## config.mk

```make
export PLATFORM = sky130hd
export DESIGN_NAME = ram_arbiter
export DESIGN_NICKNAME = d
export VERILOG_FILES = /design/src/rtl/ram_arbiter.sv
export SDC_FILE = /design/constraint.sdc
export NUM_CORES = 1
export LEC_CHECK = 0
export BUFFER_PORTS_ARGS = -buffer_cell sky130_fd_sc_hd__buf_2
export CAP_MARGIN = 20
export CORE_MARGIN = 1.5
export CORE_UTILIZATION = 43
export CTS_BUF_LIST = sky130_fd_sc_hd__clkbuf_8
export CTS_CLUSTER_DIAMETER = 40
export DETAILED_ROUTE_END_ITERATION = 10
export HOLD_SLACK_MARGIN = 0.08
export PLACE_DENSITY_LB_ADDON = 0.05
export SYNTH_ARGS = -nofsm -noshare
export SYNTH_HDL_FRONTEND = slang
export SYNTH_SLANG_ARGS = --single-unit
```

## constraint.sdc

```tcl
create_clock -name clk -period 4.5 [get_ports clk]
set_input_delay 0.9 -clock clk [delete_from_list [all_inputs] [get_ports clk]]
set_output_delay 0.9 -clock clk [all_outputs]
set_load 0.02 [all_outputs]
```

## src/rtl/ram_arbiter.sv

```systemverilog
// Two-requester round-robin arbiter in front of a single-port read-first RAM.
// Supports bounded burst locking and routes registered read data back to its owner.
module ram_arbiter #(
  parameter int ADDR_WIDTH = 21,
  parameter int DATA_WIDTH = 16,
  parameter int MAX_BURST  = 8
) (
  input  logic                  clk,
  input  logic                  rst_n,
  input  logic                  req0_valid,
  output logic                  req0_ready,
  input  logic                  req0_we,
  input  logic                  req0_lock,
  input  logic [ADDR_WIDTH-1:0] req0_addr,
  input  logic [DATA_WIDTH-1:0] req0_wdata,
  input  logic                  req1_valid,
  output logic                  req1_ready,
  input  logic                  req1_we,
  input  logic                  req1_lock,
  input  logic [ADDR_WIDTH-1:0] req1_addr,
  input  logic [DATA_WIDTH-1:0] req1_wdata,
  output logic                  rsp0_valid,
  output logic [DATA_WIDTH-1:0] rsp0_rdata,
  output logic                  rsp1_valid,
  output logic [DATA_WIDTH-1:0] rsp1_rdata,
  output logic                  ram_we,
  output logic [ADDR_WIDTH-1:0] ram_addr,
  output logic [DATA_WIDTH-1:0] ram_wdata,
  input  logic [DATA_WIDTH-1:0] ram_rdata
);

  localparam int CW = $clog2(MAX_BURST + 1);
  localparam logic [CW-1:0] MAX_CNT = CW'(MAX_BURST);

  logic                  last_grant;
  logic                  owner_locked;
  logic [CW-1:0]         burst_cnt;
  logic                  gnt0, gnt1, xfer, glock;
  logic                  owner_valid;
  logic [DATA_WIDTH-1:0] hold0, hold1;

  assign owner_valid = last_grant ? req1_valid : req0_valid;

  always_comb begin
    gnt0 = 1'b0;
    gnt1 = 1'b0;
    if (rst_n) begin
      if (owner_locked && owner_valid && (burst_cnt < MAX_CNT)) begin
        gnt0 = ~last_grant;
        gnt1 = last_grant;
      end else if (req0_valid && !req1_valid) begin
        gnt0 = 1'b1;
      end else if (req1_valid && !req0_valid) begin
        gnt1 = 1'b1;
      end else if (req0_valid && req1_valid) begin
        gnt0 = last_grant;
        gnt1 = ~last_grant;
      end
    end
  end

  assign req0_ready = gnt0;
  assign req1_ready = gnt1;
  assign xfer       = gnt0 | gnt1;
  assign glock      = gnt1 ? req1_lock : (gnt0 & req0_lock);

  always_comb begin
    ram_we    = 1'b0;
    ram_addr  = '0;
    ram_wdata = '0;
    if (gnt0) begin
      ram_we    = req0_we;
      ram_addr  = req0_addr;
      ram_wdata = req0_wdata;
    end else if (gnt1) begin
      ram_we    = req1_we;
      ram_addr  = req1_addr;
      ram_wdata = req1_wdata;
    end
  end

  // Count only continues while the same locked owner keeps winning; it saturates
  // so an uncontested lock can hold the RAM indefinitely.
  always_ff @(posedge clk or negedge rst_n) begin
    if (!rst_n) begin
      last_grant   <= 1'b1;
      owner_locked <= 1'b0;
      burst_cnt    <= '0;
    end else if (xfer) begin
      last_grant   <= gnt1;
      owner_locked <= glock;
      if ((gnt1 == last_grant) && owner_locked)
        burst_cnt <= (burst_cnt == MAX_CNT) ? burst_cnt : burst_cnt + CW'(1);
      else
        burst_cnt <= CW'(1);
    end else begin
      owner_locked <= 1'b0;
      burst_cnt    <= '0;
    end
  end

  always_ff @(posedge clk or negedge rst_n) begin
    if (!rst_n) begin
      rsp0_valid <= 1'b0;
      rsp1_valid <= 1'b0;
      hold0      <= '0;
      hold1      <= '0;
    end else begin
      rsp0_valid <= gnt0 & ~req0_we;
      rsp1_valid <= gnt1 & ~req1_we;
      if (rsp0_valid) hold0 <= ram_rdata;
      if (rsp1_valid) hold1 <= ram_rdata;
    end
  end

  // RAM data is live during the response cycle and frozen afterwards.
  assign rsp0_rdata = rsp0_valid ? ram_rdata : hold0;
  assign rsp1_rdata = rsp1_valid ? ram_rdata : hold1;

endmodule

```

# Word level (Yosys, flattened, before mapping)
# Index checks and enable logic that the tools add are counted.
[totals]
ff_bits = 40
output_inout_bits = 74
[classes]
add_sub_neg = 1
n_lt_le_gt_ge = 1
n_eq_ne = 3
muxes = 24
bitwise = 7
reduce_logical = 8
[op_table]
columns = ["cell", "count"]
rows = [
  ["$mux W16", 4],
  ["$mux W21", 2],
  ["$mux W1", 15],
  ["$mux W4", 3],
  ["$logic_and A1 B1 Y1", 6],
  ["$add A4 B1 Y4 const B", 1],
  ["$eq A4 B4 Y1 const B", 1],
  ["$lt A4 B4 Y1 const B", 1],
  ["$and A1 B1 Y1", 3],
  ["$ne A3 B3 Y1 const B", 1],
  ["$not A1 Y1", 3],
  ["$logic_not A1 Y1", 2],
  ["$eq A1 B1 Y1", 1],
  ["$or A1 B1 Y1", 1],
]

# Longest topological paths before layout
# Gate-level depths: netlist of the first run.
[depth]
ltp_word = 10
ltp_mapped = 6
ltp_nobuf = 6

# Worst setup path before layout of the first run
# OpenSTA, ideal clock, no wires.
[synth_path]
path_type = "input to output"
startpoint = "in req1_valid"
endpoint = "out ram_addr[0]"
arrival_time_ns = 1.696
required_ns = 3.600
slack_ns = 1.904
stages = 4
n_path_buf = 2
cell_sequence = "buf_2 a21oi_2 buf_4 a22o_1"
[synth_via]
elab_chain_cells = 8
elab_cells_between_ends = 19
[synth_lines]
columns = ["element", "line", "rtl"]
rows = [
  ["start, declared", "16", "input logic req1_valid,"],
  ["$logic_and A1 B1 Y1", "55", "end else if (req0_valid && req1_valid) begin"],
  ["$mux W1", "55", ""],
  ["$mux W1", "53", "end else if (req1_valid && !req0_valid) begin"],
  ["$mux W1", "51", "end else if (req0_valid && !req1_valid) begin"],
  ["$mux W1", "48", "if (owner_locked && owner_valid && (burst_cnt < MAX_CNT)) begin"],
  ["$mux W1", "47", "if (rst_n) begin"],
  ["$mux W21", "75", "end else if (gnt1) begin"],
  ["$mux W21 *", "71", "if (gnt0) begin"],
  ["end, declared", "27", "output logic [ADDR_WIDTH-1:0] ram_addr,"],
]
# Every way passes the cells marked *; elsewhere a longest branch is shown, timed or not.

# Worst setup path after layout of the first run
[layout_path]
startpoint = "in rst_n"
endpoint = "out ram_wdata[9]"
[layout_via]
elab_chain_cells = 3
elab_cells_between_ends = 4
[layout_lines]
columns = ["element", "line", "rtl"]
rows = [
  ["start, declared", "9", "input logic rst_n,"],
  ["$mux W1", "47", ""],
  ["$mux W16", "75", ""],
  ["$mux W16 *", "71", ""],
  ["end, declared", "28", "output logic [DATA_WIDTH-1:0] ram_wdata,"],
]
# Marked as above.

==> impl_metrics.yaml, run 1 <==
clocking:
  postCtsSetupRepairBufs: 0
  cts_buffers: 5
  path_clk_slew_ps: 70
  postCtsHoldBufs: 0
  cts_tree: "done"
  clockBufferDepth: 2
  cts_root_buffer: "clkbuf_8"
  h-tree-depth: 2
  ctsResizeCount: 0
  cts.sinks: 40
  clk_latency_ps: 280
grt:
  grt_pass1_vias: 1798
  antenna_found_initial: 0
  grt_max_degree: 42
  grt_first_pass_wirelength_um: 8710
  grt_overflow: 0
  gr-usage-all-layers_pct: 22.1
route:
  drtPass1Iterations: 4
  wire_per_inst_um: 15.7
  drt_iter0_markers: 62
  post-route-drc-count: 0
  wl_um: 5970
  vias: 1980
  drtAntennaViolNets: 0
  drt-vias-per-instance: 5.20
placed_design:
  place_inst: 374
  gp_congestion: 0.780
  port_buffers: 171
  dp_hpwl_um: 4610
setup_path:
  crit_buf_inv: 3
  crit_type: "in -> out"
  regToRegStartpoint: "burst_cnt[3]$_DFFE_PN0P_"
  critical_path.slowest_cell: "buf_4"
  cp.depth: 6
  r2r_slack_ps: 2950
  crit_path_end: "ram_wdata[9]"
  critPathArrivalTime_ps: 2140
  crit_fanout: 41
  ff2ff_path_depth: 5
  r2r_end: "owner_locked$_DFF_PN0_"
  crit_path_start_kind: "input port"
  worstPathRequired_ps: 3600
  crit_path_max_incr_delay_ps: 370
  end_kind: "primary output"
  cp-startpoint: "rst_n"
  worst_path_most_repeated_cell: "buf_2"
  crit_family: "buffers and inverters"
  path_cells: "buf_2 -> nand2_1 -> a21oi_2 -> buf_4 -> a22o_1 -> buf_2"
sta:
  hold_violations: 0
  layout_min_cycle_time_ps: 3040
  setup_tns_ps: 0
  finalSetupViolations: 0
  finalClockSkew_ps: 3.89
  rsz0062_at_grt: "no"
  finalCritPeriodShare_pct: 67.6
  tightest_slew_ps: 734
  whs_ps: 467
  slew_headroom_pct: 51.1
  fmax_mhz: 329
  slew_viol_final: 0
power:
  powerDensity_nw_per_um2: 424
  power_leakage_nw: 1.65
  vdd_ir_drop_max_mv: 0.183
floorplan:
  boundaryPins: 172
  start_util_pct: 44.2
  core_area_um2: 4690
  dieHeight_um: 72.5
  die-area_um2: 5250
  die_w_um: 72.5
  rows: 25
layout:
  final_nets: 427
  syn_to_final_growth_pct: 46.3
  seq_area_um2: 1000
  final_cells: 381
  fillers: 403
  drive_gt1_share_pct: 63.9
  multiInputGateArea_um2: 956
  diodes: 0
synthesis:
  synth_area_um2: 2080
  ys.flop_type: "dfrtp_1"
  ys_types: 32
  synthCells: 161
  ys_warn_count: 0
  avgSynthCellArea_um2: 12.9
  synthTopCellsByCount: "a22o_1, dfrtp_1, mux2_2"
  async_flop_share_pct: 100
  synth_fp_nets: 261
  ys_seq_elements: 40
  synth_edf_count: 0
  synth_top_area_share_pct: 47.0
  synth_area_leaders: "dfrtp_1, a22o_1, mux2_2"
  yosys.area.top_type: "dfrtp_1"
  yosysSeqAreaShare_pct: 48.3
run_status:
  outcome: "completed"
job:
  cap_violations: 0
worst_hold_path:
  min_path_type: "in -> async"
==> area by class of cell <==
type / count / share of cell area, %
clock buffer: 5 / 2.27
clock inverter: 2 / 1.98
inverter: 3 / 0.371
multi-input combinational: 104 / 31.5
sequential: 40 / 33.0
tap: 54 / 2.22
timing repair buffer: 173 / 28.7
==> through the flow <==
| step | util [%] | total power [mW] | instance area (um2) | setup WS (ps) |
|---|---|---|---|---|
| after global placement | 62.0 | 0.956 | 2910 | 1490 |
| final | 64.7 | 1.29 | 3040 | 1460 |
| after global routing | 64.7 | 1.36 | 3040 | 1340 |
| after floorplan | - | 0.790 | 2080 | 1900 |
| after detailed placement | 62.0 | 0.964 | 2910 | 1460 |
| after CTS | 64.7 | 1.30 | 3040 | 1450 |
==> registers in the layout (all words and copies together) (netlist names) <==
| name | cells |
|---|---|
| rsp0_valid | 1 |
| last_grant | 1 |
| owner_locked | 1 |
| hold1 | 16 |
| burst_cnt | 4 |
| hold0 | 16 |
| rsp1_valid | 1 |
==> layer usage <==
| layer | up-vias | share of wire, % | GRT usage, % |
|---|---|---|---|
| met5 | - | 0 | 0 |
| met4 | 0 | 0.94 | 5.66 |
| met3 | 6 | 7.7 | 6.67 |
| met2 | 88 | 47 | 33.8 |
| met1 | 954 | 44 | 30.8 |
| li1 | 932 | - | - |
==> power by group <==
part	total, mW	internal, mW	leakage, nW	switching [mW]
Sequential	0.472	0.442	0.485	0.0293
Combinational	0.481	0.198	1.10	0.284
Clock	0.334	0.218	0.0642	0.116
==> cells by family after synthesis <==
group / after synthesis / synth area share, %
AO/OA/AOI/OAI: 49 / 20.1
flip-flops: 40 / 48.3
multiplexers: 34 / 18.3
buffers and inverters: 17 / 5.67
AND/OR/NAND/NOR: 16 / 4.28
XOR/XNOR: 3 / 2.17
adder cells (fa/ha/maj): 2 / 1.21
==> placed cells by master, fill, tap and decap left out, drive strengths merged, types with 3 or more instances in the layout <==
| cell | count |
|---|---|
| nand2 | 4 |
| inv | 3 |
| nor2 | 3 |
| mux2 | 32 |
| a22o | 39 |
| buf | 173 |
| nand3 | 3 |
| clkbuf | 5 |
| dfrtp | 39 |
| a21oi | 3 |
==> worst register-to-register path: stages (launching register included) <==
cell and delay, ps:
dfrtp_1 430, nand2b_4 190, xor2_4 160, a21oi_2 130, buf_4 370, a22o_1 210
==> worst min path at each step <==
stage	slack, ps	to	start	depth (start not counted)
2_1_floorplan	510	burst_cnt[0]$_DFFE_PN0P_	owner_locked$_DFF_PN0_	1
4_1_cts	460	owner_locked$_DFF_PN0_	rst_n	1
5_1_grt	460	owner_locked$_DFF_PN0_	rst_n	1
6_report	470	owner_locked$_DFF_PN0_	rst_n	1
3_3_place_gp	460	hold0[0]$_DFF_PN0_	hold0[0]$_DFF_PN0_	1
3_5_place_dp	460	hold0[1]$_DFF_PN0_	hold0[1]$_DFF_PN0_	1
Note: power is estimated with default switching activity, not from simulation.
==> run 2, diff against run 1 <==
- CORE_UTILIZATION: 43 -> 40
- clock period: 4.5 -> 3.1 ns (I/O delays scaled with it)
==> impl_metrics.yaml, run 2 (synthesized netlist as in run 1, its figures left out) <==
run_status:
  outcome: "completed"
layout:
  drive_gt1_share_pct: 64.0
  design_area_um2: 3050
  utilization_pct: 60.4
  syn_to_final_growth_pct: 46.8
  final_common_cell: "buf_2"
  final_nets: 427
  layout_common_cells: "buf_2, a22o_1, dfrtp_1"
  final_cells: 398
  diodes: 0
  largestRegisters: "hold0 x16, hold1 x16, burst_cnt x4"
grt:
  antenna_found_initial: 0
  grt_first_pass_wirelength_um: 8930
  grt_pass1_vias: 1884
  grt_max_degree: 45
  gr-usage-all-layers_pct: 21.5
  grt_overflow: 0
power:
  vdd_ir_drop_max_mv: 0.235
  power_leakage_nw: 1.64
  power_mw: 1.81
  powerDensity_nw_per_um2: 594
floorplan:
  core_area_um2: 5040
  die_w_um: 75.0
  dieHeight_um: 75.0
  boundaryPins: 172
  start_util_pct: 41.2
  die-area_um2: 5630
  rows: 26
placed_design:
  dp_hpwl_um: 4870
  placed_area_um2: 2940
  place_inst: 390
  port_buffers: 171
  post-place-ws_ps: 652
  gp_congestion: 0.865
setup_path:
  ff2ff_path_depth: 5
  crit_path_start_kind: "flop"
  worstPathRequired_ps: 2480
  r2r_slack_ps: 1440
  crit_path_end: "ram_addr[7]"
  regToRegStartpoint: "burst_cnt[3]$_DFFE_PN0P_"
  crit_type: "reg -> out"
  crit_fanout: 37
  r2r_end: "rsp0_valid$_DFF_PN0_"
  cp-startpoint: "burst_cnt[3]$_DFFE_PN0P_"
  end_kind: "primary output"
  critPathArrivalTime_ps: 2100
clocking:
  cts.sinks: 40
  cts_root_buffer: "clkbuf_8"
  postCtsSetupRepairBufs: 0
  clockBufferDepth: 2
  path_clk_slew_ps: 80
  cts_buffers: 5
  h-tree-depth: 2
  ctsResizeCount: 0
  clk_latency_ps: 290
  cts_tree: "done"
  postCtsHoldBufs: 0
sta:
  timing.final.ws_setup_ps: 381
  tightest_slew_ps: 773
  finalSetupViolations: 0
  rsz0062_at_grt: "no"
  slew_viol_final: 0
  fmax_mhz: 368
  layout_min_cycle_time_ps: 2720
  finalClockSkew_ps: 3.33
  setup_tns_ps: 0
  hold_violations: 0
  slew_headroom_pct: 48.4
  whs_ps: 461
  finalCritPeriodShare_pct: 87.7
job:
  cap_violations: 0
route:
  vias: 1980
  drt_iter0_markers: 86
  wire_per_inst_um: 15.9
  drt-vias-per-instance: 4.97
  post-route-drc-count: 0
  wl_um: 6340
  drtPass1Iterations: 4
  drtAntennaViolNets: 0
worst_hold_path:
  min_path_type: "in -> async"
run 2: critical path, stage by stage, from the launching register on:
cell and delay, ps:
dfrtp_1 450, nand2b_4 200, xor2_4 170, a21oi_4 200, buf_4 380, a22o_1 230, buf_2 170
run 2: how the worst min path moves through the flow:
| stage | slack [ps] | from | to |
|---|---|---|---|
| 4_1_cts | 480 | rst_n | owner_locked$_DFF_PN0_ |
| 6_report | 460 | rst_n | burst_cnt[2]$_DFFE_PN0P_ |
| 2_1_floorplan | 320 | rst_n | burst_cnt[0]$_DFFE_PN0P_ |
| 3_5_place_dp | 470 | hold0[0]$_DFF_PN0_ | hold0[0]$_DFF_PN0_ |
| 5_1_grt | 500 | rst_n | burst_cnt[2]$_DFFE_PN0P_ |
| 3_3_place_gp | 460 | hold0[15]$_DFF_PN0_ | hold0[15]$_DFF_PN0_ |
run 2: power breakdown:
part	switching [mW]	total [mW]	internal, mW
Combinational	0.413	0.701	0.288
Sequential	0.0443	0.686	0.642
Clock	0.186	0.424	0.238
Total	0.643	1.81	1.17
run 2: final cells by class:
| cell class | instances | area, um2 |
|---|---|---|
| sequential | 40 | 1000 |
| inverter | 3 | 11.3 |
| fill | 442 | 2000 |
| clock buffer | 5 | 68.8 |
| tap | 70 | 87.6 |
| clock inverter | 3 | 42.5 |
| multi-input combinational | 104 | 963 |
| timing repair buffer | 173 | 871 |
run 2: metal layers:
metal	GRT usage [%]	wire, um
met5	0	0
met4	6.06	80
met3	6.96	489
met2	35.8	3200
met1	26.9	2570
==> run 3, diff against run 2 <==
- REMOVE_ABC_BUFFERS: default -> 1
==> impl_metrics.yaml, run 3 (synthesized netlist as in run 1, its figures left out) <==
run_status:
  outcome: "completed"
power:
  vdd_ir_drop_max_mv: 0.410
  p_sw_share_pct: 34.5
  seq_power_share_pct: 37.6
  cellInternalPower_mw: 1.19
  powerDensity_nw_per_um2: 597
  combPwrFrac_pct: 38.2
  power_leakage_nw: 1.64
  p_sw_mw: 0.628
  clkPwrFrac_pct: 24.2
floorplan:
  rows: 26
  core_area_um2: 5040
  boundaryPins: 172
  start_util_pct: 41.2
  die_w_um: 75.0
  dieHeight_um: 75.0
  die-area_um2: 5630
setup_path:
  path_cells: "nand2b_4 -> xor2_4 -> a21oi_2 -> buf_4 -> a22o_1 -> buf_2"
  crit_fanout: 41
  cp.depth: 6
  crit_path_max_incr_delay_ps: 450
  crit_buf_inv: 2
  critical_path.slowest_cell: "dfrtp_1"
  crit_type: "reg -> out"
  critPathArrivalTime_ps: 1990
  crit_family: "buffers and inverters"
  worstPathRequired_ps: 2480
  crit_path_start_kind: "flop"
  end_kind: "primary output"
  ff2ff_path_depth: 5
sta:
  slew_viol_final: 0
  hold_violations: 0
  finalCritPeriodShare_pct: 84.3
  fmax_mhz: 383
  finalSetupViolations: 0
  slew_headroom_pct: 51.1
  layout_min_cycle_time_ps: 2610
  setup_tns_ps: 0
  tightest_slew_ps: 733
  rsz0062_at_grt: "no"
  finalClockSkew_ps: 6.37
placed_design:
  placed_area_um2: 2930
  port_buffers: 171
  dp_hpwl_um: 4420
  gp_congestion: 0.793
layout:
  multiInputGateArea_um2: 956
  fillers: 425
  design_area_um2: 3050
  layout_common_cells: "buf_2, a22o_1, dfrtp_1"
  syn_to_final_growth_pct: 46.9
  final_common_cell: "buf_2"
  largestRegisters: "hold0 x16, hold1 x16, burst_cnt x4"
  final_nets: 427
  seq_area_um2: 1000
  drive_gt1_share_pct: 64.0
  diodes: 0
worst_hold_path:
  min_path_type: "in -> async"
clocking:
  cts_buffers: 5
  clockBufferDepth: 2
  cts.sinks: 40
  postCtsSetupRepairBufs: 0
  postCtsHoldBufs: 0
  cts_tree: "done"
  cts_root_buffer: "clkbuf_8"
  ctsResizeCount: 0
  clk_latency_ps: 280
  path_clk_slew_ps: 80
  h-tree-depth: 2
route:
  wire_per_inst_um: 14.3
  drt-vias-per-instance: 4.87
  drtAntennaViolNets: 0
  drt_iter0_markers: 69
  post-route-drc-count: 0
  vias: 1939
  drtPass1Iterations: 4
  wl_um: 5680
grt:
  gr-usage-all-layers_pct: 18.7
  grt_max_degree: 42
  grt_first_pass_wirelength_um: 7890
  grt_pass1_vias: 1637
  grt_overflow: 0
  antenna_found_initial: 1
job:
  cap_violations: 0
## run 3: cell count changes in the layout (fill, tap and decap cells not counted)
| cell | previous run | this run |
|---|---|---|
| a21oi_2 | 0 | 1 |
| clkinv_2 | 1 | 0 |
| clkbuf_8 | 5 | 6 |
| a21oi_4 | 1 | 0 |
| clkinv_4 | 0 | 1 |
| clkinvlp_4 | 1 | 0 |
## run 3: routing by layer
metal,routed length (um),track usage [%],share of wire [%],up-vias
li1,-,-,-,933
met3,482,7.23,8.5,6
met4,17,4.24,0.30,2
met5,13,0,0.23,-
met2,2690,28.9,47,87
met1,2480,24.9,44,911
## run 3: area by class of cell
type | count | share of cell area, %
flip-flops and latches | 40 | 32.9
inverters | 3 | 0.369
well taps | 70 | 2.87
repair buffers | 173 | 28.6
multi-input cells | 104 | 31.4
clock buffers | 6 | 2.71
clock inverters | 2 | 1.27
## run 3: power by group through the flow
stage | Combinational, mW | Clock, mW | Sequential, mW
4_1_cts | 0.703 | 0.453 | 0.686
6_report | 0.696 | 0.440 | 0.685
3_5_place_dp | 0.701 | 0 | 0.697
3_3_place_gp | 0.695 | 0 | 0.691
5_1_grt | 0.753 | 0.475 | 0.699
2_1_floorplan | 0.441 | 0 | 0.686
## run 3: stage by stage
step	hold slack [ps]	instances	utilization (%)	worst slack [ps]	power (mW)
after floorplan	324	147	-	322	1.13
after global placement	462	390	58.1	699	1.39
after detailed placement	470	390	58.1	624	1.40
after CTS	155	398	60.5	464	1.84
after global routing	143	398	60.5	376	1.93
final	159	398	60.5	486	1.82
## run 3: path summary, 6_finish.rpt
kind / start / to / slack, ps
min reg2reg: hold1[15]$_DFF_PN0_ / hold1[15]$_DFF_PN0_ / 480
min in group clk: hold1[15]$_DFF_PN0_ / hold1[15]$_DFF_PN0_ / 480
max in group asynchronous: rst_n / last_grant$_DFFE_PN1P_ / 2210
max reg2reg: burst_cnt[3]$_DFFE_PN0P_ / owner_locked$_DFF_PN0_ / 1500
min: rst_n / rsp1_valid$_DFF_PN0_ / 160
max: burst_cnt[3]$_DFFE_PN0P_ / ram_we / 490
